[src/rtl/conv_fetch_ctrl_pkg.sv]
// Shared constants, FSM encoding and 3x3 tap-offset table for the convolution fetch controller.
package conv_fetch_ctrl_pkg;

    localparam int IMG_W  = 64;
    localparam int IMG_H  = 64;
    localparam int DATA_W = 20;

    localparam int         N_TAPS   = 9;
    localparam logic [3:0] LAST_TAP = 4'd8;

    typedef enum logic [1:0] {
        ST_IDLE  = 2'd0,
        ST_FETCH = 2'd1,
        ST_DRAIN = 2'd2,
        ST_DONE  = 2'd3
    } state_t;

    typedef struct packed {
        logic signed [1:0] dr;
        logic signed [1:0] dc;
    } tap_off_t;

    // Row-major window walk from (-1,-1) to (+1,+1).
    localparam tap_off_t TAP_OFS [N_TAPS] = '{
        '{-2'sd1, -2'sd1}, '{-2'sd1, 2'sd0}, '{-2'sd1, 2'sd1},
        '{ 2'sd0, -2'sd1}, '{ 2'sd0, 2'sd0}, '{ 2'sd0, 2'sd1},
        '{ 2'sd1, -2'sd1}, '{ 2'sd1, 2'sd0}, '{ 2'sd1, 2'sd1}
    };

endpackage

[src/rtl/conv_fetch_ctrl_addr_gen.sv]
// Raster row/col/tap counters for the output pixel walk, plus per-tap bounds check and read address.
module conv_addr_gen #(
    parameter  int IMG_W  = 64,
    parameter  int IMG_H  = 64,
    localparam int ROW_W  = $clog2(IMG_H),
    localparam int COL_W  = $clog2(IMG_W),
    localparam int ADDR_W = ROW_W + COL_W
) (
    input  logic              clk,
    input  logic              reset,
    input  logic              clear,
    input  logic              advance,
    output logic [ROW_W-1:0]  row,
    output logic [COL_W-1:0]  col,
    output logic [3:0]        tap,
    output logic              in_range,
    output logic [ADDR_W-1:0] addr,
    output logic              frame_last
);
    import conv_fetch_ctrl_pkg::*;

    tap_off_t                ofs;
    logic signed [ROW_W:0]   tgt_row;
    logic signed [COL_W:0]   tgt_col;

    // NOTE: state registers use non-blocking assignments so every flop samples pre-edge values.
    always_ff @(posedge clk or posedge reset) begin
        if (reset) begin
            row <= '0;
            col <= '0;
            tap <= '0;
        end else if (clear) begin
            row <= '0;
            col <= '0;
            tap <= '0;
        end else if (advance) begin
            if (tap == LAST_TAP) begin
                tap <= '0;
                if (col == COL_W'(IMG_W - 1)) begin
                    col <= '0;
                    row <= (row == ROW_W'(IMG_H - 1)) ? '0 : row + 1'b1;
                end else begin
                    col <= col + 1'b1;
                end
            end else begin
                tap <= tap + 4'd1;
            end
        end
    end

    assign ofs = TAP_OFS[tap];

    // One extra sign bit: -1 and IMG_H (or IMG_W) both land with the top bit set,
    // so a single bit flags either edge of the image.
    assign tgt_row = $signed({1'b0, row}) + $signed({{(ROW_W-1){ofs.dr[1]}}, ofs.dr});
    assign tgt_col = $signed({1'b0, col}) + $signed({{(COL_W-1){ofs.dc[1]}}, ofs.dc});

    assign in_range   = ~tgt_row[ROW_W] & ~tgt_col[COL_W];
    assign addr       = {tgt_row[ROW_W-1:0], tgt_col[COL_W-1:0]};
    assign frame_last = (row == ROW_W'(IMG_H - 1)) && (col == COL_W'(IMG_W - 1)) && (tap == LAST_TAP);

endmodule

[src/rtl/conv_fetch_ctrl.sv]
// 3x3 window fetch controller: walks the image in raster order, reads in-range taps and streams
// them (zero for padding) through a 2-entry buffer under a valid/ready handshake.
module conv_fetch_ctrl #(
    parameter  int IMG_W  = conv_fetch_ctrl_pkg::IMG_W,
    parameter  int IMG_H  = conv_fetch_ctrl_pkg::IMG_H,
    parameter  int DATA_W = conv_fetch_ctrl_pkg::DATA_W,
    localparam int ROW_W  = $clog2(IMG_H),
    localparam int COL_W  = $clog2(IMG_W),
    localparam int ADDR_W = ROW_W + COL_W
) (
    input  logic              clk,
    input  logic              reset,
    input  logic              ready,
    output logic              busy,
    output logic              ird,
    output logic [ADDR_W-1:0] iaddr,
    input  logic [DATA_W-1:0] idata,
    output logic              px_valid,
    input  logic              px_ready,
    output logic [DATA_W-1:0] px_data,
    output logic [3:0]        px_tap,
    output logic              px_last,
    output logic [ROW_W-1:0]  px_row,
    output logic [COL_W-1:0]  px_col,
    output logic              done
);
    import conv_fetch_ctrl_pkg::*;

    state_t state, state_nxt;

    logic [ROW_W-1:0]  ag_row;
    logic [COL_W-1:0]  ag_col;
    logic [3:0]        ag_tap;
    logic              ag_in_range;
    logic [ADDR_W-1:0] ag_addr;
    logic              ag_frame_last;
    logic              ag_clear;
    logic              issue;

    // Read-latency stage: tap metadata waiting for idata.
    logic              s1_valid;
    logic              s1_in_range;
    logic [3:0]        s1_tap;
    logic [ROW_W-1:0]  s1_row;
    logic [COL_W-1:0]  s1_col;

    logic [DATA_W-1:0] buf_data [2];
    logic [3:0]        buf_tap  [2];
    logic [ROW_W-1:0]  buf_row  [2];
    logic [COL_W-1:0]  buf_col  [2];
    logic              wr_ptr;
    logic              rd_ptr;
    logic [1:0]        buf_cnt;

    logic              push;
    logic              pop;
    logic [2:0]        occ_after;
    logic              has_credit;

    conv_addr_gen #(
        .IMG_W (IMG_W),
        .IMG_H (IMG_H)
    ) u_addr_gen (
        .clk        (clk),
        .reset      (reset),
        .clear      (ag_clear),
        .advance    (issue),
        .row        (ag_row),
        .col        (ag_col),
        .tap        (ag_tap),
        .in_range   (ag_in_range),
        .addr       (ag_addr),
        .frame_last (ag_frame_last)
    );

    assign push = s1_valid;
    assign pop  = (buf_cnt != 2'd0) && px_ready;

    // Occupancy once this cycle's push/pop settle; a tap issued now lands one cycle later,
    // so issuing is safe only if at most one entry is taken after this cycle.
    assign occ_after  = 3'(buf_cnt) + 3'(s1_valid) - 3'(pop);
    assign has_credit = (occ_after <= 3'd1);

    always_ff @(posedge clk or posedge reset) begin
        if (reset) begin
            state <= ST_IDLE;
        end else begin
            state <= state_nxt;
        end
    end

    // NOTE: every signal driven here gets a default first so no path can infer a latch.
    always_comb begin
        state_nxt = state;
        issue     = 1'b0;
        ag_clear  = 1'b0;
        busy      = 1'b0;
        done      = 1'b0;
        case (state)
            ST_IDLE: begin
                ag_clear = 1'b1;
                if (ready) begin
                    state_nxt = ST_FETCH;
                end
            end
            ST_FETCH: begin
                busy  = 1'b1;
                issue = has_credit;
                if (has_credit && ag_frame_last) begin
                    state_nxt = ST_DRAIN;
                end
            end
            ST_DRAIN: begin
                busy = 1'b1;
                if (!s1_valid && occ_after == 3'd0) begin
                    state_nxt = ST_DONE;
                end
            end
            ST_DONE: begin
                done      = 1'b1;
                state_nxt = ST_IDLE;
            end
            default: state_nxt = ST_IDLE;
        endcase
    end

    assign ird   = issue && ag_in_range;
    assign iaddr = ird ? ag_addr : '0;

    always_ff @(posedge clk or posedge reset) begin
        if (reset) begin
            s1_valid    <= 1'b0;
            s1_in_range <= 1'b0;
            s1_tap      <= '0;
            s1_row      <= '0;
            s1_col      <= '0;
        end else begin
            s1_valid <= issue;
            if (issue) begin
                s1_in_range <= ag_in_range;
                s1_tap      <= ag_tap;
                s1_row      <= ag_row;
                s1_col      <= ag_col;
            end
        end
    end

    always_ff @(posedge clk or posedge reset) begin
        if (reset) begin
            wr_ptr  <= 1'b0;
            rd_ptr  <= 1'b0;
            buf_cnt <= 2'd0;
        end else begin
            if (push) begin
                wr_ptr <= ~wr_ptr;
            end
            if (pop) begin
                rd_ptr <= ~rd_ptr;
            end
            buf_cnt <= occ_after[1:0];
        end
    end

    // NOTE: entry storage has no reset; the outputs below are gated by the reset-cleared count.
    always_ff @(posedge clk) begin
        if (push) begin
            buf_data[wr_ptr] <= s1_in_range ? idata : '0;
            buf_tap[wr_ptr]  <= s1_tap;
            buf_row[wr_ptr]  <= s1_row;
            buf_col[wr_ptr]  <= s1_col;
        end
    end

    assign px_valid = (buf_cnt != 2'd0);
    assign px_data  = px_valid ? buf_data[rd_ptr] : '0;
    assign px_tap   = px_valid ? buf_tap[rd_ptr]  : '0;
    assign px_row   = px_valid ? buf_row[rd_ptr]  : '0;
    assign px_col   = px_valid ? buf_col[rd_ptr]  : '0;
    assign px_last  = px_valid && (buf_tap[rd_ptr] == LAST_TAP);

endmodule

[config.mk]
export PLATFORM = sky130hd
export DESIGN_NAME = conv_fetch_ctrl
export DESIGN_NICKNAME = d
export VERILOG_FILES = /design/src/rtl/conv_fetch_ctrl_pkg.sv /design/src/rtl/conv_fetch_ctrl_addr_gen.sv /design/src/rtl/conv_fetch_ctrl.sv
export SDC_FILE = /design/constraint.sdc
export NUM_CORES = 1
export LEC_CHECK = 0
export CORE_UTILIZATION = 30
export CTS_CLUSTER_DIAMETER = 30
export DETAILED_ROUTE_END_ITERATION = 10
export SYNTH_ARGS = -nofsm -noshare
export SYNTH_HDL_FRONTEND = slang
export SYNTH_SLANG_ARGS = --single-unit
export TNS_END_PERCENT = 10
[constraint.sdc]
create_clock -name clk -period 4.2 [get_ports clk]
set_input_delay 0.84 -clock clk [delete_from_list [all_inputs] [get_ports clk]]
set_output_delay 0.84 -clock clk [all_outputs]
set_load 0.005 [all_outputs]
Word level (Yosys, flattened, before mapping)
Memory sizes are Yosys's and may differ from the RTL's.
Cells that the tools add are included.
- register bits after elaboration: 40
- logic and storage cells: 90
- bits in latches: 0
- input bits: 24
- memory bits (writable): 72
- memories: 5
- output and inout bits: 53
- memory bits (read-only): 64
- multiply operators: 0
- reductions and logical operators: 18
- $add $sub $neg: 7
- div/mod/pow operators: 0
- eq/ne operators: 10
- multiplexer cells: 30
- bitwise logic cells: 6
- shift-type cells: 0
- $lt $le $gt $ge: 2
- memories (memory ; depth ; bits a word ; read ports ; clocked after Yosys merged registers in ; wr ports ; RTL line ; source):
    (name not given) ; 16 ; 4 ; 1 ; 0 ; 0 ; conv_fetch_ctrl_addr_gen.sv:51 ; assign ofs = TAP_OFS[tap];
    buf_data ; 2 ; 20 ; 1 ; 0 ; 1 ; conv_fetch_ctrl.sv:47 ; logic [DATA_W-1:0] buf_data [2];
    buf_col ; 2 ; 6 ; 1 ; 0 ; 1 ; conv_fetch_ctrl.sv:50 ; logic [COL_W-1:0] buf_col [2];
    buf_row ; 2 ; 6 ; 1 ; 0 ; 1 ; conv_fetch_ctrl.sv:49 ; logic [ROW_W-1:0] buf_row [2];
    buf_tap ; 2 ; 4 ; 1 ; 0 ; 1 ; conv_fetch_ctrl.sv:48 ; logic [3:0] buf_tap [2];
- operator list (operator ; count):
    two-way mux 6 bit ; 11
    two-way mux 20 bit ; 2
    two-way mux 4 bit ; 6
    adder 7 x 2 -> 7 bit ; 2
    adder 6 x 1 -> 6 bit, second input constant ; 2
    == test 6 bit, second input constant ; 2
    two-way mux 12 bit ; 1
    == test 4 bit, second input constant ; 2
    one-hot mux 2 bit (4 select lines) ; 1
    nonzero test 2 bit ; 4
    logical AND 1 bit ; 7
    two-way mux 1 bit ; 6
    two-way mux 2 bit ; 3
    != test 2 bit, second input constant ; 3
    AND reduction 3 bit ; 2
    >= comparator 5 bit, second input constant ; 1
    inverter 4 -> 5 bit ; 1
    adder 4 x 1 -> 4 bit, second input constant ; 1
    == test 2 bit, second input constant ; 2
    inverter 1 bit ; 4
    adder 2 x 1 -> 3 bit ; 1
    <= comparator 3 x 1 -> 1 bit, second input constant ; 1
    logical NOT 3 bit ; 1
    subtractor 3 x 1 -> 3 bit ; 1
    6 further kinds ; 6

Depth between registers and ports, before layout
Gate-level depths: netlist of run 1.
- word-level depth: 9
- gate-level depth with buffers: 14
- mapped depth without buffers: 13

Hierarchy
Synthesis of run 1 repeated with hierarchy kept, for this count alone.
- cell total of the unflattened synthesis: 439
- area total of the unflattened synthesis: 5461.5 um2
- modules (own cells, without submodules) (module ; cells each ; times used ; seq. area each (um2) ; area each (um2)):
    conv_fetch_ctrl ; 268 ; 1 ; 2762.6 ; 4012.6
    conv_addr_gen ; 171 ; 1 ; 400.4 ; 1448.9

Worst setup path before layout of run 1
Ideal clock, no wire load.
- path type: input port to output port
- start point: input px_ready
- end point: output iaddr[2]
- arrival time: 2.918 ns
- path slack: 0.442 ns
- required time: 3.360 ns
- stages: 10
- path buffers: 1
- cell sequence: and2_1 > ha_1 > inv_1 > ha_1 > fa_1 > nand2b_1 > or2_1 > a21o_1 > buf_4 > nor3_1
- word-level cells in the longest chain between the ends: 6
- RTL lines (what ; RTL line ; source):
    start, declared ; conv_fetch_ctrl.sv:19 ; input logic px_ready,
    logical AND 1 bit ; conv_fetch_ctrl.sv:77 ; assign pop = (buf_cnt != 2'd0) && px_ready;
    subtractor 3 x 1 -> 3 bit ; conv_fetch_ctrl.sv:81 ; assign occ_after = 3'(buf_cnt) + 3'(s1_valid) - 3'(pop);
    via occ_after[1] ; conv_fetch_ctrl.sv:57 ; logic [2:0] occ_after;
    <= comparator 3 x 1 -> 1 bit ; conv_fetch_ctrl.sv:82 ; assign has_credit = (occ_after <= 3'd1);
    two-way mux 1 bit ; conv_fetch_ctrl.sv:99 ; case (state)
    logical AND 1 bit ; conv_fetch_ctrl.sv:127 ; assign ird = issue && ag_in_range;
    two-way mux 12 bit ; conv_fetch_ctrl.sv:128 ; assign iaddr = ird ? ag_addr : '0;
    end, declared ; conv_fetch_ctrl.sv:16 ; output logic [ADDR_W-1:0] iaddr,
The timed path passes the listed nets, and every way through them passes these cells.

Final worst setup path of run 1
- start point: input px_ready
- end point: output iaddr[7]
- word-level cells in the longest chain between the ends: 6
- RTL lines (what ; RTL line ; source):
    logical AND 1 bit ; conv_fetch_ctrl.sv:77 ;
    via pop ; conv_fetch_ctrl.sv:56 ; logic pop;
    subtractor 3 x 1 -> 3 bit ; conv_fetch_ctrl.sv:81 ;
    via occ_after[1] ; conv_fetch_ctrl.sv:57 ;
    <= comparator 3 x 1 -> 1 bit ; conv_fetch_ctrl.sv:82 ;
    two-way mux 1 bit ; conv_fetch_ctrl.sv:99 ;
    logical AND 1 bit ; conv_fetch_ctrl.sv:127 ;
    two-way mux 12 bit ; conv_fetch_ctrl.sv:128 ;
The timed path passes the listed nets, and every way through them passes these cells.

==> metrics.md, run 1 <==
| Metric | Value |
|---|---|
| Antenna Nets Post-Route | 0 |
| Global-route track usage on met1 | 17.2% |
| Setup crit start kind | primary input |
| Starting Density | 31.0% |
| Most numerous cell types in the synthesized netlist | sky130_fd_sc_hd__edfxtp_1, sky130_fd_sc_hd__nand2_1, sky130_fd_sc_hd__nor2_1 |
| Total Neg Setup Slack | 0 ns |
| Peak supply drop | 223 uV |
| Post-layout total power | 3750 uW |
| Shortest clock period the worst path allows after layout | 4.13 ns |
| Total length of routed wires | 11000 um |
| DP Wirelength | 7820 um |
| Clock-pin slew on the worst setup and hold paths | 0.07 ns |
| TritonCTS Sinks | 112 |
| Final Wtd Congestion | 0.813 |
| GR Util met3 | 2.39% |
| Share of synthesized flip-flops with an asynchronous set or reset | 35.7% |
| Syn Area/Cell | 11.5 um^2 |
| Vias after detailed routing | 3678 |
| Ranking of synthesized cells by area | sky130_fd_sc_hd__edfxtp_1, sky130_fd_sc_hd__dfrtp_1, sky130_fd_sc_hd__mux2i_1, sky130_fd_sc_hd__ha_1, sky130_fd_sc_hd__nand2_1 |
| Hold Vio Cnt, Final | 0 |
| Arrival time of the worst setup path | 3.29 ns |
| Kind of cell adding the most delay to the critical path | adder cells |
| Maximum number of pins on one net before global-route repair | 38 |
| First-pass GRT wire length | 18300 um |
| Share of cells above drive strength 1 | 15.6% |
| Net count reported at finish | 623 |
| Most common flop cell mapped by yosys | sky130_fd_sc_hd__edfxtp_1 |
| Initial DRT Pass Iterations | 4 |
| Core area | 0.0175 mm^2 |
| Total congestion overflow after global routing | 0 |
| Synth Register Bits | 112 |
| EDFF count, synth | 72 |
| Layer with the highest usage after global routing | met2 |
| Transition time at the pin with the least slew margin | 1.07 ns |
| Max Buffers Root-to-Sink | 2 |
| Kind of end point of the critical path | output port |
| Post-Syn Nets | 524 |
| WP buf/inv | 5 |
| Critical Path Fanout Max | 6 |
| Required time at the worst-slack endpoint | 3.36 ns |
| Power per unit of standard cell area | 537 mW/mm^2 |
| Area used by sequential logic in the layout | 0.00316 mm^2 |
| Count of yosys warnings during synthesis | 0 |
| Biggest area consumer among synthesized cells | sky130_fd_sc_hd__edfxtp_1 |
| Unrepaired setup endpoints after global routing | true |
| Type of the most critical hold path | reg -> reg |
| Clock latency at the later pin of the worst-skew pair | 0.33 ns |
| Multi-input gate area in the final layout | 0.00221 mm^2 |
| Growth of design area from synthesis to finish | 28.8% |
| Initial detailed-routing violation count | 228 |
| Category of the critical setup timing path | in -> out |
| Count of unique library cells instantiated by Yosys | 47 |
| Width of the die | 136 um |
| Area share of the leading cell type in the synthesized netlist | 39.9% |
| Syn Inst Count | 472 |
| Count of final max-slew check failures | 0 |
| Via density | 4.59 |
| Die Area | 0.0186 mm^2 |
| Number of antenna violations at the first check in global routing | 0 |
| Tightest hold margin | 0.469 ns |
| GRT Util Overall | 12.5% |
| Most frequent cell after synthesis | sky130_fd_sc_hd__edfxtp_1 |
| Slowest-stage cell, CP | sky130_fd_sc_hd__fa_1 |
| Post-Route Skew | 0.00697 ns |
| Via count of the first global-routing pass | 3706 |
| MaxCap Viol Count | 0 |
| Number of input and output port buffers inserted | 76 |
| Post-Synthesis Cell Area | 0.00542 mm^2 |
| Seq/Total Area, Yosys | 58.3% |
| Final setup vio count | 0 |
| Series of cell instances along the critical path | dlygate4sd2_1, and2_4, ha_4, inv_1, ha_2, fa_1, nand2b_4, or2_4, a21o_4, buf_6, buf_6, nor3_2, buf_2 |
| CTS Root Cell | sky130_fd_sc_hd__clkbuf_16 |
| Hold-fix buffer count after cts | 0 |
| Most used cell along the critical path | sky130_fd_sc_hd__buf_6 |
| Static power due to leakage | 0.00285 uW |
| Max-slew headroom | 28.8% |
| Std-Cell Rows | 48 |
| Met2 track demand over resource in global routing | 19.9% |
| Number of levels in the clock H-tree | 3 |
| Inserted Diodes | 0 |
| Period Utilization, post-route | 98.4% |
| I/O pin total | 77 |
| Highest Clock Rate | 242 MHz |
| Clock buffer count from CTS | 9 |
| Vertical extent of the die | 136 um |
| Mean routed wirelength per cell | 13.7 um |
| Status | finished, final reports clean |
| Remaining design rule violation count | 0 |
| TritonCTS clock tree | done |
| Fillers | 1670 |
| Largest stage delay, worst path | 0.47 ns |
what timing repair did:
| action | CTS | global route |
|---|---|---|
| gates cloned | 0 | 0 |
| pin swaps | 8 | 4 |
| gates resized for setup | 62 | 10 |
| endpoints found under the setup margin | 13 | 13 |
| buffers inserted | 5 | 1 |
metrics by stage:
| stage | instances | util [%] | setup slack, ns | area (um^2) |
|---|---|---|---|---|
| floorplan | 472 | - | 0.442 | 5420 |
| global placement | 779 | 37.7 | -0.575 | 6590 |
| detailed placement | 779 | 37.7 | -0.632 | 6590 |
| CTS | 800 | 39.8 | 0.000945 | 6960 |
| global route | 801 | 40.0 | -0.0595 | 6990 |
| finish | 801 | 40.0 | 0.0667 | 6990 |
final timing paths:
kind / cells after the start / slack (ns) / start / endpoint
worst min register to register: 0 / 0.47 / s1_row[3]$_DFFE_PP0P_ / buf_row[1][3]$_DFFE_PP_
worst min-delay path: 0 / 0.47 / s1_row[3]$_DFFE_PP0P_ / buf_row[1][3]$_DFFE_PP_
min in group asynchronous: 2 / 0.96 / reset / u_addr_gen.col[4]$_DFFE_PP0P_
max in group asynchronous: 3 / 2.57 / reset / s1_tap[1]$_DFFE_PP0P_
worst max register to register: 12 / 1.12 / buf_cnt[1]$_DFF_PP0_ / u_addr_gen.col[5]$_DFFE_PP0P_
worst max-delay path: 13 / 0.07 / px_ready / iaddr[7]
cell type report:
| type | instances | share of cell area, % |
|---|---|---|
| clock inverters | 3 | 0.251 |
| clock buffers | 13 | 3.73 |
| repair buffers | 109 | 13.9 |
| flip-flops and latches | 112 | 45.3 |
| well taps | 225 | 4.03 |
| multi-input cells | 317 | 31.6 |
| inverters | 22 | 1.18 |
registers in the layout (all words and copies together) (netlist names), 2 cells and up:
signal          cells
s1_col              6
s1_row              6
u_addr_gen.tap      4
buf_tap             8
buf_row            12
buf_data           40
state               2
u_addr_gen.col      6
u_addr_gen.row      6
buf_col            12
s1_tap              4
buf_cnt             2
where the power goes:
part           switching, uW  internal (uW)  total, uW
clock                    350            433        784
combinational            711            801       1510
sequential               108           1350       1460
total                   1170           2580       3750
cell families after synthesis:
family	Yosys count	synth area share (%)
adder cells (fa/ha/maj)	28	6.87
AO/OA/AOI/OAI	51	5.88
buffers and inverters	43	3.18
flip-flops	112	58.3
multiplexers	38	7.04
AND/OR/NAND/NOR	187	16.6
XOR/XNOR	13	2.10
placed cells by master (no fill, tap or decap), types with 2 or more instances in the layout:
cell type	count
sky130_fd_sc_hd__o21ai_1	2
sky130_fd_sc_hd__xor2_1	11
sky130_fd_sc_hd__nand3_1	13
sky130_fd_sc_hd__clkbuf_16	9
sky130_fd_sc_hd__a21oi_1	20
sky130_fd_sc_hd__mux2i_1	37
sky130_fd_sc_hd__nand2b_1	5
sky130_fd_sc_hd__ha_1	22
sky130_fd_sc_hd__o21a_1	2
sky130_fd_sc_hd__inv_1	19
sky130_fd_sc_hd__clkbuf_8	2
sky130_fd_sc_hd__ha_2	2
sky130_fd_sc_hd__and3_1	3
sky130_fd_sc_hd__fa_1	2
sky130_fd_sc_hd__clkdlybuf4s50_1	62
sky130_fd_sc_hd__buf_6	2
sky130_fd_sc_hd__edfxtp_1	72
sky130_fd_sc_hd__or3_1	5
sky130_fd_sc_hd__and2_1	24
sky130_fd_sc_hd__dlygate4sd2_1	2
sky130_fd_sc_hd__nor3_1	6
sky130_fd_sc_hd__inv_2	3
sky130_fd_sc_hd__nor3b_2	2
sky130_fd_sc_hd__nor4_1	2
sky130_fd_sc_hd__xnor2_1	2
sky130_fd_sc_hd__o21ai_0	13
sky130_fd_sc_hd__nor3_2	8
sky130_fd_sc_hd__dfrtp_1	39
sky130_fd_sc_hd__buf_4	30
sky130_fd_sc_hd__clkbuf_1	2
sky130_fd_sc_hd__nor2_1	50
sky130_fd_sc_hd__buf_2	9
sky130_fd_sc_hd__nor2b_1	3
sky130_fd_sc_hd__nand2_1	54
sky130_fd_sc_hd__clkbuf_2	2
sky130_fd_sc_hd__o211ai_1	3
metal layers:
| metal | vias to the layer above | part of all wire (%) |
|---|---|---|
| met5 | - | 0 |
| met1 | 1727 | 48 |
| li1 | 1843 | - |
| met2 | 99 | 46 |
| met3 | 9 | 4.9 |
| met4 | 0 | 1.2 |
Note: power is estimated with default switching activity, not from simulation.
==> run 2: changes to the inputs <==
CORE_ASPECT_RATIO = 1.25   (was default)
==> metrics.md, run 2 (synthesized netlist as in run 1, its figures left out) <==
| Metric | Value |
|---|---|
| Status | finished, final reports clean |
| Number of cells in the finished layout apart from fillers | 798 |
| Core area | 0.0176 mm^2 |
| Antenna Nets Post-Route | 0 |
| Initial detailed-routing violation count | 280 |
| Number of input and output port buffers inserted | 76 |
| Register ranked first by flip-flop count | buf_data |
| Type of the most critical hold path | reg -> reg |
| Tightest hold margin | 0.468 ns |
| Critical path origin | px_ready |
| Vias after detailed routing | 3668 |
| First-pass GRT wire length | 18300 um |
| Hold Vio Cnt, Final | 0 |
| Mean routed wirelength per cell | 13.7 um |
| Power per unit of standard cell area | 543 mW/mm^2 |
| Max reg flops | 40 |
| Max Buffers Root-to-Sink | 2 |
| Via density | 4.60 |
| Vertical extent of the die | 152 um |
| CTS Root Cell | sky130_fd_sc_hd__clkbuf_16 |
| Cell depth of the worst hold path | 0 |
| Net count reported at finish | 621 |
| Register-to-register path setup slack | 1.19 ns |
| Transition time at the pin with the least slew margin | 1.05 ns |
| I/O pin total | 77 |
| Share of cells above drive strength 1 | 16.7% |
| Shortest clock period the worst path allows after layout | 4.07 ns |
| Destination of the critical timing path | ird |
| Inserted Diodes | 0 |
| Growth of design area from synthesis to finish | 28.9% |
| Startpoint of the worst hold path | s1_row[2]$_DFFE_PP0P_ |
| Total Neg Setup Slack | 0 ns |
| Setup crit start kind | primary input |
| Starting Density | 30.9% |
| Final Wtd Congestion | 0.797 |
| Kind of cell adding the most delay to the critical path | adder cells |
| Static power due to leakage | 0.00285 uW |
| TritonCTS Sinks | 112 |
| Width of the die | 122 um |
| Number of cell instances on the worst register-to-register path | 12 |
| Initial DRT Pass Iterations | 4 |
| CP Depth | 12 |
| Total length of routed wires | 10900 um |
| TritonCTS clock tree | done |
| Critical Path Fanout Max | 4 |
| Slowest-stage cell, CP | sky130_fd_sc_hd__fa_1 |
| Remaining design rule violation count | 0 |
| Kind of end point of the critical path | output port |
| Largest stage delay, worst path | 0.47 ns |
| Required time at the worst-slack endpoint | 3.36 ns |
| Number of levels in the clock H-tree | 3 |
| Clock latency at the later pin of the worst-skew pair | 0.33 ns |
| Number of antenna violations at the first check in global routing | 0 |
| GRT Util Overall | 12.4% |
| Hold-fix buffer count after cts | 0 |
| Launching point of the worst reg2reg path | buf_cnt[1]$_DFF_PP0_ |
| DP Wirelength | 7560 um |
| Unrepaired setup endpoints after global routing | false |
| Number of placed instances with taps included | 774 |
| Clock-pin slew on the worst setup and hold paths | 0.07 ns |
| Count of final max-slew check failures | 0 |
| Category of the critical setup timing path | in -> out |
| Highest Clock Rate | 245 MHz |
| Most used cell along the critical path | sky130_fd_sc_hd__dlygate4sd2_1 |
| Clock buffer count from CTS | 9 |
| Via count of the first global-routing pass | 3772 |
| Maximum number of pins on one net before global-route repair | 41 |
| Highest-count cells in the layout ignoring fill and taps | sky130_fd_sc_hd__edfxtp_1, sky130_fd_sc_hd__clkdlybuf4s50_1, sky130_fd_sc_hd__nand2_1, sky130_fd_sc_hd__nor2_1, sky130_fd_sc_hd__dfrtp_1 |
| Die Area | 0.0186 mm^2 |
| Most common library cell in the layout ignoring fill and taps | sky130_fd_sc_hd__edfxtp_1 |
| Total congestion overflow after global routing | 0 |
| MaxCap Viol Count | 0 |
| Placement-stage worst setup slack | -0.540 ns |
| Period Utilization, post-route | 97.0% |
| Post-Route Skew | 0.00545 ns |
| Post-route setup slack | 0.126 ns |
| Max-slew headroom | 29.9% |
| Peak supply drop | 223 uV |
| Final setup vio count | 0 |
| Arrival time of the worst setup path | 3.23 ns |
| Worst reg2reg endpoint | u_addr_gen.col[5]$_DFFE_PP0P_ |
| WP buf/inv | 4 |
| Std-Cell Rows | 54 |
| Series of cell instances along the critical path | dlygate4sd2_1, and2_4, ha_4, inv_1, ha_2, fa_1, nand2b_4, or2_4, a21o_4, buf_4, nor2_1, dlygate4sd2_1 |
| Largest registers in the final layout | buf_data x40, buf_col x12, buf_row x12 |
==> run 2: changes by cell type in the layout (fill, tap and decap cells not counted), moves of 2 or more <==
cell	previous run	this run
sky130_fd_sc_hd__buf_2	9	11
sky130_fd_sc_hd__clkbuf_1	2	0
sky130_fd_sc_hd__ha_2	2	4
sky130_fd_sc_hd__inv_1	19	17
sky130_fd_sc_hd__inv_4	0	2
sky130_fd_sc_hd__nor4_2	0	2
sky130_fd_sc_hd__ha_1	22	19
==> run 2: area by class of cell <==
cell class                      instances  area, um^2
Timing Repair Buffer                  107         938
Inverter                               22        85.1
Clock buffer                           11         264
Multi-Input combinational cell        317        2230
Sequential cell                       112        3160
Clock inverter                          5        27.5
Tap cell                              224         280
Fill cell                            1709       10600
==> run 2: worst min-delay path by stage <==
stage                         endpoint  slack (ns)
6_report       buf_row[0][2]$_DFFE_PP_        0.47
5_1_grt        buf_row[0][2]$_DFFE_PP_        0.49
4_1_cts        buf_row[0][2]$_DFFE_PP_        0.47
3_5_place_dp   buf_row[0][2]$_DFFE_PP_        0.45
3_3_place_gp   buf_col[0][0]$_DFFE_PP_        0.45
2_1_floorplan  buf_col[0][0]$_DFFE_PP_        0.44
==> run 2: where the power goes <==
part           switching [uW]  total [uW]  internal (uW)
Combinational             691        1510            819
Sequential                122        1470           1350
Clock                     360         811            451
Total                    1170        3790           2620
==> run 2: per-layer routing <==
metal / global-route usage (%) / up-vias / wire length (um) / part of all wire [%]
met2: 20.9 / 91 / 5460 / 50
met1: 15.4 / 1720 / 4760 / 44
met5: 0 / - / 0 / 0
met3: 2.06 / 21 / 427 / 3.9
met4: 5.17 / 0 / 248 / 2.3
li1: - / 1836 / - / -
==> run 2: what timing repair did <==
item / CTS / global route
buffers inserted: 5 / 3
cloned: 0 / 0
endpoints found under the setup margin: 13 / 13
pin swaps: 6 / 4
resized for setup: 63 / 16
==> run 2: worst reg2reg max path, delay by kind of cell (launching register included) <==
family	cells	cell delay, ns
AOI/OAI and AO/OA	1	0.14
buffers and inverters	3	0.22
and+or+nand+nor	5	1.30
adders and majority gates	3	0.88
DFF	1	0.39
==> run 2: per-stage QoR <==
step                total power [uW]  util [%]  cell area (um^2)
global placement                2920      37.3              6560
CTS                             3820      39.5              6940
finish                          3790      39.8              6990
global route                    4040      39.8              6990
floorplan                       2200         -              5420
detailed placement              2940      37.3              6560
==> run 3: changes to the inputs <==
SKIP_CTS_REPAIR_TIMING = 1   (was default)
==> metrics.md, run 3 (synthesized netlist as in run 1, its figures left out) <==
| Metric | Value |
|---|---|
| Total congestion overflow after global routing | 0 |
| Vertical extent of the die | 152 um |
| Number of levels in the clock H-tree | 3 |
| Clock network power share | 21.5% |
| Unrepaired setup endpoints after global routing | true |
| P_sw | 1170 uW |
| Number of antenna violations at the first check in global routing | 0 |
| Mean routed wirelength per cell | 13.8 um |
| Count of final max-slew check failures | 0 |
| Post-Route Skew | 0.00522 ns |
| Vias after detailed routing | 3696 |
| Largest stage delay, worst path | 0.43 ns |
| CTS Root Cell | sky130_fd_sc_hd__clkbuf_16 |
| Kind of end point of the critical path | output port |
| Critical Path Fanout Max | 4 |
| Arrival time of the worst setup path | 3.27 ns |
| I/O pin total | 77 |
| Initial DRT Pass Iterations | 4 |
| Comb pwr share | 39.5% |
| Series of cell instances along the critical path | buf_4, ha_1, inv_2, ha_1, nand2b_4, inv_2, ha_1, nor2b_4, o31a_1, a311o_1, buf_4, a2111oi_4, buf_2 |
| Post-route setup slack | 0.0937 ns |
| Total Neg Setup Slack | 0 ns |
| Clock buffer count from CTS | 9 |
| Core area | 0.0176 mm^2 |
| Transition time at the pin with the least slew margin | 1.06 ns |
| Max Buffers Root-to-Sink | 2 |
| Number of input and output port buffers inserted | 76 |
| Status | finished, final reports clean |
| TritonCTS clock tree | done |
| Power per unit of standard cell area | 536 mW/mm^2 |
| Clock latency at the later pin of the worst-skew pair | 0.34 ns |
| Starting Density | 30.9% |
| Die Area | 0.0186 mm^2 |
| Register ranked first by flip-flop count | buf_data |
| Slowest-stage cell, CP | sky130_fd_sc_hd__a311o_1 |
| Highest Clock Rate | 244 MHz |
| Shortest clock period the worst path allows after layout | 4.11 ns |
| Final setup vio count | 0 |
| Most common library cell in the layout ignoring fill and taps | sky130_fd_sc_hd__edfxtp_1 |
| Remaining design rule violation count | 0 |
| Inserted Diodes | 0 |
| Peak supply drop | 222 uV |
| Width of the die | 122 um |
| Type of the most critical hold path | reg -> reg |
| DP Wirelength | 7560 um |
| GRT Util Overall | 12.1% |
| Int Power | 2600 uW |
| Initial detailed-routing violation count | 247 |
| Kind of cell adding the most delay to the critical path | compound AO/OA/AOI/OAI gates |
| Antenna Nets Post-Route | 0 |
| Highest-count cells in the layout ignoring fill and taps | sky130_fd_sc_hd__edfxtp_1, sky130_fd_sc_hd__clkdlybuf4s50_1, sky130_fd_sc_hd__nand2_1, sky130_fd_sc_hd__nor2_1, sky130_fd_sc_hd__dfrtp_1 |
| Total length of routed wires | 11000 um |
| Placement-stage worst setup slack | -0.540 ns |
| Max-slew headroom | 29.3% |
| Static power due to leakage | 0.00290 uW |
| Setup crit start kind | flip-flop |
| Tightest hold margin | 0.473 ns |
| First-pass GRT wire length | 17900 um |
| Required time at the worst-slack endpoint | 3.36 ns |
| Maximum number of pins on one net before global-route repair | 41 |
| Std-Cell Rows | 54 |
| Most used cell along the critical path | sky130_fd_sc_hd__ha_1 |
| Via count of the first global-routing pass | 3714 |
| Max reg flops | 40 |
| Category of the critical setup timing path | reg -> out |
| TritonCTS Sinks | 112 |
| Final Wtd Congestion | 0.797 |
| Growth of design area from synthesis to finish | 29.6% |
| Share of cells above drive strength 1 | 16.4% |
| Period Utilization, post-route | 97.8% |
| Clock-pin slew on the worst setup and hold paths | 0.07 ns |
| Hold Vio Cnt, Final | 0 |
| Largest registers in the final layout | buf_data x40, buf_col x12, buf_row x12 |
| Fillers | 1704 |
| Net Sw Frac | 31.1% |
| Via density | 4.63 |
| Net count reported at finish | 621 |
| Seq pwr share | 39.0% |
| WP buf/inv | 5 |
| MaxCap Viol Count | 0 |
==> run 3: changes by cell type in the layout (fill, tap and decap cells not counted), sizes merged <==
cell	before	now
dlygate4sd2	2	0
buf	42	41
dlymetal6s2s	0	3
==> run 3: routing by layer <==
metal,GRT usage (%),vias up,part of all wire [%]
met1,15.3,1745,44
met5,0,-,0
met4,4.94,0,2.3
met2,20.3,93,50
li1,-,1839,-
met3,1.91,19,4.0
==> run 3: final timing paths <==
path / start / end / slack [ns] / depth (start not counted)
worst min-delay path: s1_col[3]$_DFFE_PP0P_ / buf_col[0][3]$_DFFE_PP_ / 0.47 / 0
worst max register to register: buf_cnt[1]$_DFF_PP0_ / u_addr_gen.col[5]$_DFFE_PP0P_ / 1.17 / 12
max in group asynchronous: reset / rd_ptr$_DFFE_PP0P_ / 2.88 / 3
min in group asynchronous: reset / rd_ptr$_DFFE_PP0P_ / 0.94 / 3
worst min register to register: s1_col[3]$_DFFE_PP0P_ / buf_col[0][3]$_DFFE_PP_ / 0.47 / 0
worst max-delay path: u_addr_gen.tap[0]$_DFFE_PP0P_ / iaddr[10] / 0.09 / 13
==> run 3: power groups by stage <==
stage                     Combinational [uW]  Clock (uW)  Sequential [uW]
after floorplan                          784           0             1420
after detailed placement                1440           0             1500
after CTS                               1450         838             1480
final                                   1490         811             1470
after global routing                    1650         880             1490
after global placement                  1430           0             1490
==> run 3: area by class of cell <==
class | count | area (um^2) | area share, %
clock buffer | 11 | 264 | 3.76
clock inverter | 5 | 27.5 | 0.392
inverter | 22 | 82.6 | 1.18
multi-input combinational | 317 | 2250 | 32.0
sequential | 112 | 3160 | 45.0
tap | 224 | 280 | 3.99
timing repair buffer | 107 | 957 | 13.6
==> run 3: worst reg2reg max path: stages (launching register included) <==
cell and delay (ns):
sky130_fd_sc_hd__dfrtp_1 0.39, sky130_fd_sc_hd__nor2_2 0.13, sky130_fd_sc_hd__inv_1 0.06, sky130_fd_sc_hd__and2_4 0.16
sky130_fd_sc_hd__ha_4 0.25, sky130_fd_sc_hd__inv_1 0.03, sky130_fd_sc_hd__ha_2 0.16, sky130_fd_sc_hd__fa_1 0.49
sky130_fd_sc_hd__nand2b_4 0.17, sky130_fd_sc_hd__buf_4 0.13, sky130_fd_sc_hd__or3_1 0.46, sky130_fd_sc_hd__or3_1 0.38
sky130_fd_sc_hd__a21oi_1 0.14
==> run 3: per-stage QoR <==
stage	instance area, um^2	cells	total power [uW]	utilization (%)
final	7030	798	3770	40.0
after global routing	7030	798	4020	40.0
after CTS	6850	790	3760	39.0
after detailed placement	6560	774	2940	37.3
after global placement	6560	774	2920	37.3
after floorplan	5420	472	2200	-
